[src/rtl/regfile_dump.sv]
// regfile_dump: walks the register-file read port over [FIRST_REG, LAST_REG] and streams
// each word out as an addr/data beat with valid/ready, accumulating an XOR checksum.
module regfile_dump #(
  parameter int ADDR_W    = 5,
  parameter int DATA_W    = 32,
  parameter int FIRST_REG = 0,
  parameter int LAST_REG  = 31
) (
  input  logic              i_clk,
  input  logic              i_rst_n,
  input  logic              i_start,
  input  logic              i_abort,
  output logic [ADDR_W-1:0] o_raddr,
  input  logic [DATA_W-1:0] i_rdata,
  output logic              o_valid,
  input  logic              i_ready,
  output logic [ADDR_W-1:0] o_addr,
  output logic [DATA_W-1:0] o_data,
  output logic              o_last,
  output logic              o_busy,
  output logic              o_done,
  output logic [DATA_W-1:0] o_xsum
);
  localparam logic [1:0] IDLE = 2'd0, RD = 2'd1, OUT = 2'd2, DONE = 2'd3;
  localparam logic [ADDR_W-1:0] FIRST = ADDR_W'(FIRST_REG);
  localparam logic [ADDR_W-1:0] LAST  = ADDR_W'(LAST_REG);
  logic [1:0] state;
  logic [ADDR_W-1:0] cnt;
  // valid/busy/done are pure decodes of the state register, so no input reaches an output
  assign o_raddr = cnt;
  assign o_valid = state == OUT;
  assign o_busy  = state != IDLE;
  assign o_done  = state == DONE;
  always_ff @(posedge i_clk or negedge i_rst_n) begin
    if (!i_rst_n) begin
      state  <= IDLE;
      cnt    <= FIRST;
      o_addr <= '0;
      o_data <= '0;
      o_last <= 1'b0;
      o_xsum <= '0;
    end else if (i_abort) begin
      state <= IDLE;
    end else begin
      case (state)
        IDLE: if (i_start) begin
          cnt    <= FIRST;
          o_xsum <= '0;
          state  <= RD;
        end
        RD: begin
          o_data <= i_rdata;
          o_addr <= cnt;
          o_last <= cnt == LAST;
          state  <= OUT;
        end
        OUT: if (i_ready) begin
          o_xsum <= o_xsum ^ o_data;
          if (o_last) state <= DONE;
          else begin
            cnt   <= cnt + 1'b1;
            state <= RD;
          end
        end
        default: state <= IDLE;
      endcase
    end
  end
endmodule

[config.mk]
export PLATFORM = sky130hd
export DESIGN_NAME = regfile_dump
export DESIGN_NICKNAME = d
export VERILOG_FILES = /design/src/rtl/regfile_dump.sv
export SDC_FILE = /design/constraint.sdc
export NUM_CORES = 1
export LEC_CHECK = 0
export CORE_MARGIN = 1
export CORE_UTILIZATION = 46
export CTS_CLUSTER_DIAMETER = 100
export CTS_CLUSTER_SIZE = 40
export DETAILED_ROUTE_END_ITERATION = 6
export PLACE_DENSITY_LB_ADDON = 0.3
export SKIP_CTS_REPAIR_TIMING = 1
export SYNTH_ARGS = -nofsm -noshare
export SYNTH_HDL_FRONTEND = slang
export SYNTH_SLANG_ARGS = --single-unit
[constraint.sdc]
create_clock -name i_clk -period 2.2 [get_ports i_clk]
set_input_delay 0.33 -clock i_clk [delete_from_list [all_inputs] [get_ports i_clk]]
set_output_delay 0.33 -clock i_clk [all_outputs]
set_load 0.05 [all_outputs]
==> PnR_summary.wiki <==
{| class="wikitable"
! Metric !! Value
|-
| VDD IR max || 0.000489 V
|-
| Part of the Yosys area used for sequential elements || 54.8%
|-
| Area enclosed by the die boundary || 8000 µm²
|-
| Most common cell in the netlist || sky130_fd_sc_hd__dfrtp_1
|-
| Cell chain of the critical path || clkdlybuf4s50_1
|-
| Total Power || 0.00485 W
|-
| Setup violations, final || 0
|-
| Antenna violations before repair || 0
|-
| Detail Placement HPWL || 5800 µm
|-
| DRC violation total after the first TritonRoute iteration || 153
|-
| Worst-case clock buffer depth || 2
|-
| CTS Buf Count || 9
|-
| Synth top cells by count || 77 x sky130_fd_sc_hd__dfrtp_1, 35 x sky130_fd_sc_hd__nand2_1, 32 x sky130_fd_sc_hd__nor3b_1, 32 x sky130_fd_sc_hd__o31ai_1
|-
| Outcome || finished with violations
|-
| Largest fanout on the critical path || 6
|-
| Net count of the mapped netlist || 343
|-
| Critical path endpoint category || primary output
|-
| DRC errors left || 0
|-
| Measured slew at the worst slew-check pin || 0.568 ns
|-
| Floorplan die width || 89.4 µm
|-
| Yosys cell types || 32
|-
| Critical path launch point type || flip-flop
|-
| Final Slew Violations || 0
|-
| MaxCap Viol Count || 0
|-
| Insertion delay to the later sink of the worst-skew pair || 0.36 ns
|-
| Static Leak || 2.06 nW
|-
| Total GRT Usage || 22.7%
|-
| Post-detailed-route count of antenna-violating nets || 0
|-
| Total negative slack || 0 ns
|-
| Violations in the final reports || hold timing
|-
| Number of nets at the end of the flow || 455
|-
| Buffer and inverter count on the worst path || 1
|-
| Vertical die dimension || 89.4 µm
|-
| Hold violation total from the final report || 42
|-
| Clock-pin slew of the registers on the worst-case setup and hold paths || 0.09 ns
|-
| Number of optimization iterations in the first detailed-route pass || 4
|-
| Number of synthesized flops with an enable pin || 0
|-
| Cell type with the highest aggregate area in the netlist || sky130_fd_sc_hd__dfrtp_1
|-
| Count of clock tree sinks || 77
|-
| Share of final-layout standard cells stronger than drive strength 1 || 15.9%
|-
| Worst slack on hold paths || -0.0413 ns
|-
| Achievable clock frequency || 0.510 GHz
|-
| Post-Synthesis Cell Area || 3520 µm²
|-
| Final worst path period share || 89.2%
|-
| Number of primary I/O pins || 115
|-
| Starting density of the core || 48.0%
|-
| Worst Clk Skew || 0.0108 ns
|-
| Layout overhead on the synthesized area || 43.2%
|-
| TritonCTS clock tree || built
|-
| Via count of the first global-routing pass || 2715
|-
| Kind of cell with the highest combined delay on the critical path || buffers and inverters
|-
| Register bit count reported by yosys || 77
|-
| Share of the synthesized area in the top cell type || 54.8%
|-
| Max-slew headroom || 62.1%
|-
| Critical-path top delay cell || sky130_fd_sc_hd__clkdlybuf4s50_1
|-
| Number of placement rows || 31
|-
| Critical path data arrival time || 1.63 ns
|-
| Via count || 2846
|-
| RePlAce Congestion || 0.712
|-
| Ranking of synthesized cells by area || sky130_fd_sc_hd__dfrtp_1 55%, sky130_fd_sc_hd__mux2_2 9.6%, sky130_fd_sc_hd__nor3b_1 6.8%, sky130_fd_sc_hd__o31ai_1 6.8%, sky130_fd_sc_hd__o21ai_1 4.3%
|-
| Number of inserted diodes || 0
|-
| Level count of the clock H-tree || 3
|-
| Wire length of the first global-routing pass || 13600 µm
|-
| Gate count after technology mapping || 304
|-
| CTS root buf || sky130_fd_sc_hd__clkbuf_8
|-
| Endpoint required time on the critical path || 1.87 ns
|-
| Residual overflow from global routing || 0
|-
| Worst min-delay path category || input port to async pin
|-
| Setup repair after global routing missed its margin || no
|-
| Mean Syn Cell Area || 11.6 µm²
|-
| Maximum number of pins on one net before global-route repair || 44
|-
| Longest individual stage delay on the worst path || 0.84 ns
|-
| Total wire length || 8660 µm
|-
| Floorplan core area || 7330 µm²
|-
| PD cells || 963 nW/µm²
|-
| Synth warnings || 0
|-
| Routed len/inst || 16.7 µm
|-
| Critical Setup Path Class || flip-flop to primary output
|-
| Shortest period the worst path allows || 1.96 ns
|-
| Primary FF master, synth || sky130_fd_sc_hd__dfrtp_1
|-
| Async SR Flop Fraction || 100%
|-
| Mean number of vias per cell || 5.47
|-
| Number of buffers added on ports || 114
|}
==> per-layer routing <==
metal  wire, µm  GRT usage, %  vias to the layer above  part of all wire (%)
met5          0             0                        -                     0
met4        169          8.66                        0                   2.0
met3        510          4.89                       14                   5.9
met2       4200          36.4                      103                    48
met1       3790          30.3                     1410                    44
li1           -             -                     1319                     -
==> logic make-up (layout without fill, tap and decap cells) <==
logic type / count (synthesis) / in the layout / synth area share (%)
and+or+nand+nor: 82 / 82 / 13.2
DFF: 77 / 77 / 54.8
AOI/OAI and AO/OA: 71 / 71 / 13.3
muxes: 42 / 42 / 13.3
buffers and inverters: 30 / 147 / 4.63
adders and majority gates: 2 / 2 / 0.712
==> cells in the final DEF (no fill, tap or decap), types with 2 or more instances in the layout <==
| master | instances |
|---|---|
| sky130_fd_sc_hd__buf_12 | 5 |
| sky130_fd_sc_hd__buf_4 | 10 |
| sky130_fd_sc_hd__bufinv_16 | 2 |
| sky130_fd_sc_hd__clkbuf_8 | 10 |
| sky130_fd_sc_hd__clkdlybuf4s50_1 | 110 |
| sky130_fd_sc_hd__clkinv_2 | 2 |
| sky130_fd_sc_hd__dfrtp_1 | 77 |
| sky130_fd_sc_hd__ha_1 | 2 |
| sky130_fd_sc_hd__inv_1 | 6 |
| sky130_fd_sc_hd__mux2_1 | 8 |
| sky130_fd_sc_hd__mux2_2 | 30 |
| sky130_fd_sc_hd__mux2i_1 | 3 |
| sky130_fd_sc_hd__nand2_1 | 35 |
| sky130_fd_sc_hd__nand2b_1 | 2 |
| sky130_fd_sc_hd__nand3_1 | 2 |
| sky130_fd_sc_hd__nor2_1 | 2 |
| sky130_fd_sc_hd__nor3b_1 | 32 |
| sky130_fd_sc_hd__o21ai_0 | 3 |
| sky130_fd_sc_hd__o21ai_1 | 30 |
| sky130_fd_sc_hd__o31ai_1 | 32 |
==> final cells by class <==
| type | count | area (µm²) |
|---|---|---|
| Clock inverter | 6 | 86.3 |
| Fill cell | 533 | 2300 |
| Multi-Input combinational cell | 197 | 1460 |
| Clock buffer | 10 | 138 |
| Sequential cell | 77 | 1930 |
| Timing Repair Buffer | 125 | 1280 |
| Inverter | 6 | 22.5 |
| Tap cell | 99 | 124 |
==> where the power goes <==
| group | internal, W | total (W) | switching [W] |
|---|---|---|---|
| registers | 0.00164 | 0.00188 | 0.000239 |
| logic | 0.000642 | 0.00176 | 0.00112 |
| clock network | 0.000668 | 0.00121 | 0.000540 |
==> sequential cells by signal, indices dropped and copies added, names as in the netlist <==
signal,count
o_addr,5
o_data,32
o_last,1
o_raddr,5
o_xsum,32
state,2
==> through the flow <==
stage / hold slack, ns / instance area, µm² / setup WS, ns / std cells / util, %
5_1_grt: 0.000161 / 5030 / 0.181 / 520 / 68.7
4_1_cts: -0.0173 / 5030 / 0.233 / 520 / 68.7
6_report: -0.0413 / 5030 / 0.238 / 520 / 68.7
3_5_place_dp: 0.369 / 4810 / 0.263 / 504 / 65.6
2_1_floorplan: 0.0344 / 3520 / 0.566 / 304 / -
3_3_place_gp: 0.363 / 4810 / 0.283 / 504 / 65.6
==> worst paths after layout <==
check | startpoint | to | slack, ns | cells after the start
max reg2reg | state[1] | o_data[10] | 0.51 | 4
max | o_raddr[3] | o_raddr[3] | 0.24 | 1
max in group asynchronous | i_rst_n | state[1] | 1.64 | 2
min reg2reg | o_xsum[29] | o_xsum[29] | 0.47 | 1
min | i_rst_n | o_data[28] | -0.04 | 1
min in group i_clk | o_xsum[29] | o_xsum[29] | 0.47 | 1
Note: power is estimated with default switching activity, not from simulation.
